## config.mk

```make
export PLATFORM = sky130hd
export DESIGN_NAME = branch_resolve_unit_flat
export DESIGN_NICKNAME = d
export VERILOG_FILES = /design/src/rtl/branch_resolve_unit_pkg.sv /design/src/rtl/branch_resolve_unit_if.sv /design/src/rtl/branch_resolve_unit_cond_eval.sv /design/src/rtl/branch_resolve_unit.sv /design/src/flat_wrapper.sv
export SDC_FILE = /design/constraint.sdc
export NUM_CORES = 1
export LEC_CHECK = 0
export BUFFER_PORTS_ARGS = -buffer_cell sky130_fd_sc_hd__buf_2
export CORE_MARGIN = 3
export CORE_UTILIZATION = 44
export CTS_CLUSTER_DIAMETER = 40
export CTS_CLUSTER_SIZE = 24
export DETAILED_ROUTE_END_ITERATION = 6
export PLACE_DENSITY = 0.67
export SYNTH_ARGS = -nofsm -noshare
export SYNTH_HDL_FRONTEND = slang
export SYNTH_HIERARCHICAL = 1
export SYNTH_SLANG_ARGS = --single-unit
```

## constraint.sdc

```tcl
create_clock -name clk -period 3.6 [get_ports clk]
set_clock_uncertainty 0.05 [all_clocks]
set_input_delay 0.72 -clock clk [delete_from_list [all_inputs] [get_ports clk]]
set_output_delay 0.72 -clock clk [all_outputs]
set_load 0.03 [all_outputs]
```

## src/rtl/branch_resolve_unit_pkg.sv

```systemverilog
// Shared types for the branch resolve unit: branch kinds, ARM condition
// codes, the S1 request record and the target-address helper.
package branch_pkg;

  typedef enum logic [1:0] {
    BR_CBZ   = 2'd0,
    BR_CBNZ  = 2'd1,
    BR_BCOND = 2'd2,
    BR_RSVD  = 2'd3
  } br_kind_t;

  localparam logic [3:0] COND_EQ = 4'h0;
  localparam logic [3:0] COND_NE = 4'h1;
  localparam logic [3:0] COND_CS = 4'h2;
  localparam logic [3:0] COND_CC = 4'h3;
  localparam logic [3:0] COND_MI = 4'h4;
  localparam logic [3:0] COND_PL = 4'h5;
  localparam logic [3:0] COND_VS = 4'h6;
  localparam logic [3:0] COND_VC = 4'h7;
  localparam logic [3:0] COND_HI = 4'h8;
  localparam logic [3:0] COND_LS = 4'h9;
  localparam logic [3:0] COND_GE = 4'hA;
  localparam logic [3:0] COND_LT = 4'hB;
  localparam logic [3:0] COND_GT = 4'hC;
  localparam logic [3:0] COND_LE = 4'hD;
  localparam logic [3:0] COND_AL = 4'hE;
  localparam logic [3:0] COND_NV = 4'hF;

  // Only imm bits [61:0] survive the <<2, so only those are stored.
  typedef struct packed {
    logic [63:0] pc;
    logic [61:0] imm_word;
    br_kind_t    kind;
    logic [3:0]  cond;
    logic [63:0] rt_val;
    logic [3:0]  flags;
    logic        pred_taken;
    logic [63:0] pred_target;
  } br_req_t;

  // Branch target: PC plus word offset, wrapping modulo 2^64.
  function automatic logic [63:0] branch_target(input logic [63:0] pc,
                                                input logic [61:0] imm_word);
    return pc + {imm_word, 2'b00};
  endfunction

endpackage

```

## src/rtl/branch_resolve_unit_if.sv

```systemverilog
// Issue-side and result-side handshake bundle of the branch resolve unit.
interface branch_resolve_unit_if #(
  parameter int TAG_W = 6
);
  logic             in_valid;
  logic             in_ready;
  logic [63:0]      in_pc;
  logic [63:0]      in_imm_ext;
  logic [1:0]       in_kind;
  logic [3:0]       in_cond;
  logic [63:0]      in_rt_val;
  logic [3:0]       in_flags;
  logic             in_pred_taken;
  logic [63:0]      in_pred_target;
  logic [TAG_W-1:0] in_tag;
  logic             out_valid;
  logic             out_ready;
  logic [TAG_W-1:0] out_tag;
  logic             out_taken;
  logic [63:0]      out_target;
  logic             out_mispredict;
  logic [63:0]      out_redirect_pc;

  modport master (
    output in_valid, in_pc, in_imm_ext, in_kind, in_cond, in_rt_val,
           in_flags, in_pred_taken, in_pred_target, in_tag, out_ready,
    input  in_ready, out_valid, out_tag, out_taken, out_target,
           out_mispredict, out_redirect_pc
  );

  modport slave (
    input  in_valid, in_pc, in_imm_ext, in_kind, in_cond, in_rt_val,
           in_flags, in_pred_taken, in_pred_target, in_tag, out_ready,
    output in_ready, out_valid, out_tag, out_taken, out_target,
           out_mispredict, out_redirect_pc
  );
endinterface

```

## src/rtl/branch_resolve_unit_cond_eval.sv

```systemverilog
// Combinational branch direction: CBZ/CBNZ on Rt, B.cond on NZCV.
module branch_cond_eval
  import branch_pkg::*;
(
  input  br_kind_t    kind,
  input  logic [3:0]  cond,
  input  logic [3:0]  flags,
  input  logic [63:0] rt_val,
  output logic        taken
);
  logic n_s, z_s, c_s, v_s;
  logic cond_s;

  assign n_s = flags[3];
  assign z_s = flags[2];
  assign c_s = flags[1];
  assign v_s = flags[0];

  // Evaluate the ARM condition code against the flags.
  always_comb begin
    cond_s = 1'b0;
    case (cond)
      COND_EQ: cond_s = z_s;
      COND_NE: cond_s = ~z_s;
      COND_CS: cond_s = c_s;
      COND_CC: cond_s = ~c_s;
      COND_MI: cond_s = n_s;
      COND_PL: cond_s = ~n_s;
      COND_VS: cond_s = v_s;
      COND_VC: cond_s = ~v_s;
      COND_HI: cond_s = c_s & ~z_s;
      COND_LS: cond_s = ~(c_s & ~z_s);
      COND_GE: cond_s = (n_s == v_s);
      COND_LT: cond_s = (n_s != v_s);
      COND_GT: cond_s = ~z_s & (n_s == v_s);
      COND_LE: cond_s = ~(~z_s & (n_s == v_s));
      default: cond_s = 1'b1;  // AL and NV both always taken
    endcase
  end

  // Pick the direction source according to the branch kind.
  always_comb begin
    taken = 1'b0;
    case (kind)
      BR_CBZ:   taken = (rt_val == 64'd0);
      BR_CBNZ:  taken = (rt_val != 64'd0);
      BR_BCOND: taken = cond_s;
      default:  taken = 1'b0;  // reserved kind never branches
    endcase
  end
endmodule

```

## src/rtl/branch_resolve_unit.sv

```systemverilog
// Two-stage branch resolve pipeline: S1 holds the accepted request, S2 holds
// the registered result (direction, target, mispredict, redirect PC).
module branch_resolve_unit
  import branch_pkg::*;
#(
  parameter int TAG_W = 6
) (
  input logic clk,
  input logic reset_n,
  input logic flush,
  branch_resolve_unit_if.slave bus
);
  br_req_t          in_req_s;
  br_req_t          s1_req_r;
  logic [TAG_W-1:0] s1_tag_r;
  logic             s1_valid_r;
  logic             s2_valid_r;
  logic             s1_adv_s;
  logic             in_ready_s;
  logic             in_fire_s;
  logic             taken_s;
  logic             mispredict_s;
  logic [63:0]      target_s;
  logic [63:0]      fallthrough_s;

  logic [TAG_W-1:0] out_tag_r;
  logic             out_taken_r;
  logic [63:0]      out_target_r;
  logic             out_mispredict_r;
  logic [63:0]      out_redirect_pc_r;

  // S1 drains when S2 is free or S2 is being consumed this cycle.
  assign s1_adv_s   = s1_valid_r & (~s2_valid_r | bus.out_ready);
  // Reset and flush both hold off new work; otherwise accept when S1 frees up.
  assign in_ready_s = reset_n & ~flush & (~s1_valid_r | s1_adv_s);
  assign in_fire_s  = bus.in_valid & in_ready_s;

  // Pack the issue-side fields into the S1 request record.
  always_comb begin
    in_req_s             = '0;
    in_req_s.pc          = bus.in_pc;
    in_req_s.imm_word    = bus.in_imm_ext[61:0];
    in_req_s.kind        = br_kind_t'(bus.in_kind);
    in_req_s.cond        = bus.in_cond;
    in_req_s.rt_val      = bus.in_rt_val;
    in_req_s.flags       = bus.in_flags;
    in_req_s.pred_taken  = bus.in_pred_taken;
    in_req_s.pred_target = bus.in_pred_target;
  end

  branch_cond_eval u_cond_eval (
    .kind   (s1_req_r.kind),
    .cond   (s1_req_r.cond),
    .flags  (s1_req_r.flags),
    .rt_val (s1_req_r.rt_val),
    .taken  (taken_s)
  );

  assign target_s      = branch_target(s1_req_r.pc, s1_req_r.imm_word);
  assign fallthrough_s = s1_req_r.pc + 64'd4;

  // Wrong direction, or right direction (taken) to the wrong address.
  assign mispredict_s = (taken_s != s1_req_r.pred_taken) |
                        (taken_s & s1_req_r.pred_taken &
                         (s1_req_r.pred_target != target_s));

  // S1 stage register: capture on accept, empty when passed on or flushed.
  always_ff @(posedge clk or negedge reset_n) begin
    if (!reset_n) begin
      s1_valid_r <= 1'b0;
      s1_req_r   <= '0;
      s1_tag_r   <= '0;
    end else if (flush) begin
      s1_valid_r <= 1'b0;
    end else if (in_fire_s) begin
      s1_valid_r <= 1'b1;
      s1_req_r   <= in_req_s;
      s1_tag_r   <= bus.in_tag;
    end else if (s1_adv_s) begin
      s1_valid_r <= 1'b0;
    end
  end

  // S2 result register: load resolved branch, clear on transfer or flush.
  always_ff @(posedge clk or negedge reset_n) begin
    if (!reset_n) begin
      s2_valid_r        <= 1'b0;
      out_tag_r         <= '0;
      out_taken_r       <= 1'b0;
      out_target_r      <= 64'd0;
      out_mispredict_r  <= 1'b0;
      out_redirect_pc_r <= 64'd0;
    end else if (flush) begin
      s2_valid_r <= 1'b0;
    end else if (s1_adv_s) begin
      s2_valid_r        <= 1'b1;
      out_tag_r         <= s1_tag_r;
      out_taken_r       <= taken_s;
      out_target_r      <= target_s;
      out_mispredict_r  <= mispredict_s;
      out_redirect_pc_r <= taken_s ? target_s : fallthrough_s;
    end else if (bus.out_ready) begin
      s2_valid_r <= 1'b0;
    end
  end

  assign bus.in_ready        = in_ready_s;
  assign bus.out_valid       = s2_valid_r;
  assign bus.out_tag         = out_tag_r;
  assign bus.out_taken       = out_taken_r;
  assign bus.out_target      = out_target_r;
  assign bus.out_mispredict  = out_mispredict_r;
  assign bus.out_redirect_pc = out_redirect_pc_r;
endmodule

```

## src/flat_wrapper.sv

```systemverilog
// flat-port wrapper written by rule: the top's interface ports become plain ports
module branch_resolve_unit_flat import branch_pkg::*;
#(
  parameter int TAG_W = 6
)
  (clk, reset_n, flush, bus_in_valid, bus_in_pc, bus_in_imm_ext, bus_in_kind, bus_in_cond, bus_in_rt_val, bus_in_flags, bus_in_pred_taken, bus_in_pred_target, bus_in_tag, bus_out_ready, bus_in_ready, bus_out_valid, bus_out_tag, bus_out_taken, bus_out_target, bus_out_mispredict, bus_out_redirect_pc);
  branch_resolve_unit_if #(.TAG_W(TAG_W)) bus_i ();
  input logic clk;
  input logic reset_n;
  input logic flush;
  input wire logic [$bits(bus_i.in_valid)-1:0] bus_in_valid;
  input wire logic [$bits(bus_i.in_pc)-1:0] bus_in_pc;
  input wire logic [$bits(bus_i.in_imm_ext)-1:0] bus_in_imm_ext;
  input wire logic [$bits(bus_i.in_kind)-1:0] bus_in_kind;
  input wire logic [$bits(bus_i.in_cond)-1:0] bus_in_cond;
  input wire logic [$bits(bus_i.in_rt_val)-1:0] bus_in_rt_val;
  input wire logic [$bits(bus_i.in_flags)-1:0] bus_in_flags;
  input wire logic [$bits(bus_i.in_pred_taken)-1:0] bus_in_pred_taken;
  input wire logic [$bits(bus_i.in_pred_target)-1:0] bus_in_pred_target;
  input wire logic [$bits(bus_i.in_tag)-1:0] bus_in_tag;
  input wire logic [$bits(bus_i.out_ready)-1:0] bus_out_ready;
  output wire logic [$bits(bus_i.in_ready)-1:0] bus_in_ready;
  output wire logic [$bits(bus_i.out_valid)-1:0] bus_out_valid;
  output wire logic [$bits(bus_i.out_tag)-1:0] bus_out_tag;
  output wire logic [$bits(bus_i.out_taken)-1:0] bus_out_taken;
  output wire logic [$bits(bus_i.out_target)-1:0] bus_out_target;
  output wire logic [$bits(bus_i.out_mispredict)-1:0] bus_out_mispredict;
  output wire logic [$bits(bus_i.out_redirect_pc)-1:0] bus_out_redirect_pc;
  assign bus_i.in_valid = bus_in_valid;
  assign bus_i.in_pc = bus_in_pc;
  assign bus_i.in_imm_ext = bus_in_imm_ext;
  assign bus_i.in_kind = bus_in_kind;
  assign bus_i.in_cond = bus_in_cond;
  assign bus_i.in_rt_val = bus_in_rt_val;
  assign bus_i.in_flags = bus_in_flags;
  assign bus_i.in_pred_taken = bus_in_pred_taken;
  assign bus_i.in_pred_target = bus_in_pred_target;
  assign bus_i.in_tag = bus_in_tag;
  assign bus_i.out_ready = bus_out_ready;
  assign bus_in_ready = bus_i.in_ready;
  assign bus_out_valid = bus_i.out_valid;
  assign bus_out_tag = bus_i.out_tag;
  assign bus_out_taken = bus_i.out_taken;
  assign bus_out_target = bus_i.out_target;
  assign bus_out_mispredict = bus_i.out_mispredict;
  assign bus_out_redirect_pc = bus_i.out_redirect_pc;
  branch_resolve_unit #(.TAG_W(TAG_W)) u_core (.clk(clk), .reset_n(reset_n), .flush(flush), .bus(bus_i));
endmodule
```

==> summary.md <==
| Metric | Value |
|---|---|
| Filler cells | `3978` |
| Root buffer cell | `clkbuf_16` |
| Final core occ | `63.2%` |
| Fraction of layout cells with a size suffix above 1 | `48.8%` |
| Fin worst setup slack | `-431 ps` |
| Area Overhead vs Synth | `40.3%` |
| Routed Wire Length | `75.0 mm` |
| Initial antenna violation count | `7` |
| Most numerous cell in the Yosys netlist | `dfrtp_1` |
| Mapped Nets | `2420` |
| Syn Area/Cell | `10.7 um2` |
| Syn. warnings | `6` |
| Mapped Area | `22300 um2` |
| Hold Crit Class | `in -> async` |
| Clk buf depth | `3` |
| DPL Wire Length | `57.6 mm` |
| MaxCap Viol Count | `0` |
| Setup crit end kind | `flip-flop` |
| Die Width | `231 um` |
| Synth top area share | `45.6%` |
| Leakage | `14.7 nW` |
| Clock tree from TritonCTS | `yes` |
| Initial core utilization | `45.0%` |
| IO Port Bufs | `413` |
| Area leader, netlist | `dfrtp_1` |
| Synth top area cells | `dfrtp_1, mux2_2, xnor2_1` |
| Die H | `231 um` |
| Critical path class | `reg -> reg` |
| Design area | `31300 um2` |
| Syn Inst Count | `2078` |
| Antenna viol nets, final | `0` |
| Final Cycle Share | `112%` |
| Post-synth top flop | `dfrtp_1` |
| Pins Over Slew Limit | `0` |
| Worst VDD drop | `0.514 mV` |
| Fmax | `248 MHz` |
| Total power | `26.1 mW` |
| Vias in the first global route | `20400` |
| Asr flop ratio synth | `100%` |
| Arr. time, crit path | `4440 ps` |
| Iter 0 DRT Violations | `1120` |
| Unique masters post-synth | `96` |
| Crit-path max FO | `4` |
| Outcome | `complete, but fails checks` |
| H-tree Lvls | `3` |
| Clk sinks | `407` |
| Congestion Overflow GR | `0` |
| Via count | `19400` |
| Slew headroom | `29.8%` |
| # rows | `81` |
| #FFs+latches synth | `407` |
| Number of iterations in the first detailed-routing pass | `5` |
| Drt wl/cell | `20.8 um` |
| GRT Total Usage | `27.6%` |
| Core area | `49600 um2` |
| Worst Path Required | `4010 ps` |
| Vias per cell | `5.38` |
| Seq/Total Area, Yosys | `45.6%` |
| Total negative setup slack | `-1020 ps` |
| Startpoint Class | `flip-flop` |
| Pwr/cell area | `834 nW/um2` |
| Placed Area | `27900 um2` |
| CTS Buf Count | `68` |
| Final min period | `4030 ps` |
| GPL Wtd Cong | `0.931` |
| EDFF count, synth | `0` |
| Top-Level Pins | `416` |
| Clk Latency, worst-skew pair | `610 ps` |
| Hold-fix buffers at CTS | `0` |
| RSZ-0062 raised after global routing | `true` |
| Final setup vio count | `9` |
| Largest net degree at the start of global routing | `236` |
| First-pass GRT wire length | `115 mm` |
| Fin nets | `3225` |
| Final Hold Vio Count | `0` |
| Worst-path clk slew | `50 ps` |
| Post-synth top cells | `dfrtp_1, mux2_2, nand2_1` |
| Die area | `53500 um2` |
| Drt drc | `0` |
| Failing checks | `setup timing` |
| Slew at the pin with the worst max-slew slack | `1050 ps` |
-- registers in the layout, indices dropped and copies added (netlist names), 6 cells and up --
| register | count |
|---|---|
| u_core/s1_req_r | 265 |
| u_core/s1_tag_r | 6 |
| u_core/bus.out_tag | 6 |
| u_core/bus.out_target | 64 |
| u_core/bus.out_redirect_pc | 62 |
-- final timing paths --
kind	startpoint	endpoint	slack, ps	cells after the start
setup / recovery	u_core/s1_req_r[203]$_DFFE_PN0P_	u_core/bus.out_mispredict$_DFFE_PN0P_	-430	16
hold / removal	reset_n	u_core/s1_req_r[180]$_DFFE_PN0P_	200	2
setup reg to reg	u_core/s1_req_r[203]$_DFFE_PN0P_	u_core/bus.out_mispredict$_DFFE_PN0P_	-430	16
hold reg to reg	u_core/bus.out_redirect_pc[32]$_DFFE_PN0P_	u_core/bus.out_redirect_pc[32]$_DFFE_PN0P_	420	2
max in group asynchronous	reset_n	u_core/bus.out_redirect_pc[11]$_DFFE_PN0P_	2130	3
min in group clk	bus_in_rt_val[1]	u_core/s1_req_r[70]$_DFFE_PN0P_	290	2
-- logic make-up (layout without fill, tap and decap cells) --
family | after synthesis | after routing | synth area share [%]
DFF | 407 | 407 | 45.6
muxes | 311 | 311 | 15.7
xor gates and xnor gates | 191 | 191 | 7.85
other | 0 | 5 | 0
buffers and inverters | 140 | 1001 | 3.01
AOI/OAI and AO/OA | 427 | 427 | 12.4
adders and majority gates | 64 | 64 | 3.62
and+or+nand+nor | 538 | 538 | 11.8
-- worst max-delay path: stages, from the launching register on --
cell,delay [ps]
dfrtp_1,380
ha_2,200
fa_2,380
a211oi_4,270
o31ai_4,130
buf_6,150
nand2_1,100
buf_4,130
nand2_1,70
xor2_1,300
xor2_1,220
a2111o_1,450
nor4_2,300
nand4_1,140
nand4b_1,210
nor4_2,300
a31oi_1,120
-- routing by layer --
metal | global-route usage, % | wire (um)
met2 | 46.5 | 36700
met5 | 0 | 12
met1 | 36.8 | 32500
met3 | 4.35 | 4010
met4 | 8.15 | 1810
-- repair_timing --
item | in CTS | in global routing
buffers inserted | 16 | 17
gates resized for setup | 71 | 84
pin swaps | 48 | 48
endpoints found under the setup margin | 29 | 61
-- through the flow --
step / std cells / hold WS [ps] / setup slack (ps)
final: 3608 / 196 / -431
after global routing: 3607 / 263 / -769
after CTS: 3589 / 244 / -385
after floorplan: 2078 / 374 / 3.22
after global placement: 3449 / 406 / -778
after detailed placement: 3449 / 415 / -757
-- layout by cell type, fill, tap and decap left out, drive strengths merged, types with 4 or more instances in the layout --
cell,n
buf,857
a21boi,5
nor2b,10
o21a,15
nor4,29
and4,7
o31ai,6
a211oi,25
a221oi,4
nand2,198
clkinv,20
dfrtp,407
mux2i,5
o21ai,144
clkinvlp,6
nor3b,4
nor2,109
a21o,38
nand2b,8
o21bai,19
and3,21
nor3,19
diode,5
ha,63
nand3,42
bufinv,4
a31oi,15
mux2,306
inv,36
xor2,72
nand4,60
o211ai,5
xnor2,114
or3,8
clkbuf,78
a21oi,120
and2,5
-- layout make-up --
type                       count  area (um2)  area share (%)
antenna                        5        12.5          0.0400
clock buffer                  78        1810            5.78
clock inverter                48         609            1.95
inverter                      18        67.6           0.216
multi-input combinational   1531       12200            38.9
sequential                   407       10200            32.5
tap                          664         831            2.65
timing repair buffer         857        5600            17.9
-- where the power goes --
group | total (mW) | leakage, nW | internal [mW] | switching, mW
Combinational | 12.7 | 8.62 | 5.60 | 7.11
Sequential | 6.69 | 4.90 | 5.84 | 0.849
Clock | 6.72 | 1.17 | 4.08 | 2.64
Total | 26.1 | 14.7 | 15.5 | 10.6
Power figures use the tool's default switching activity.
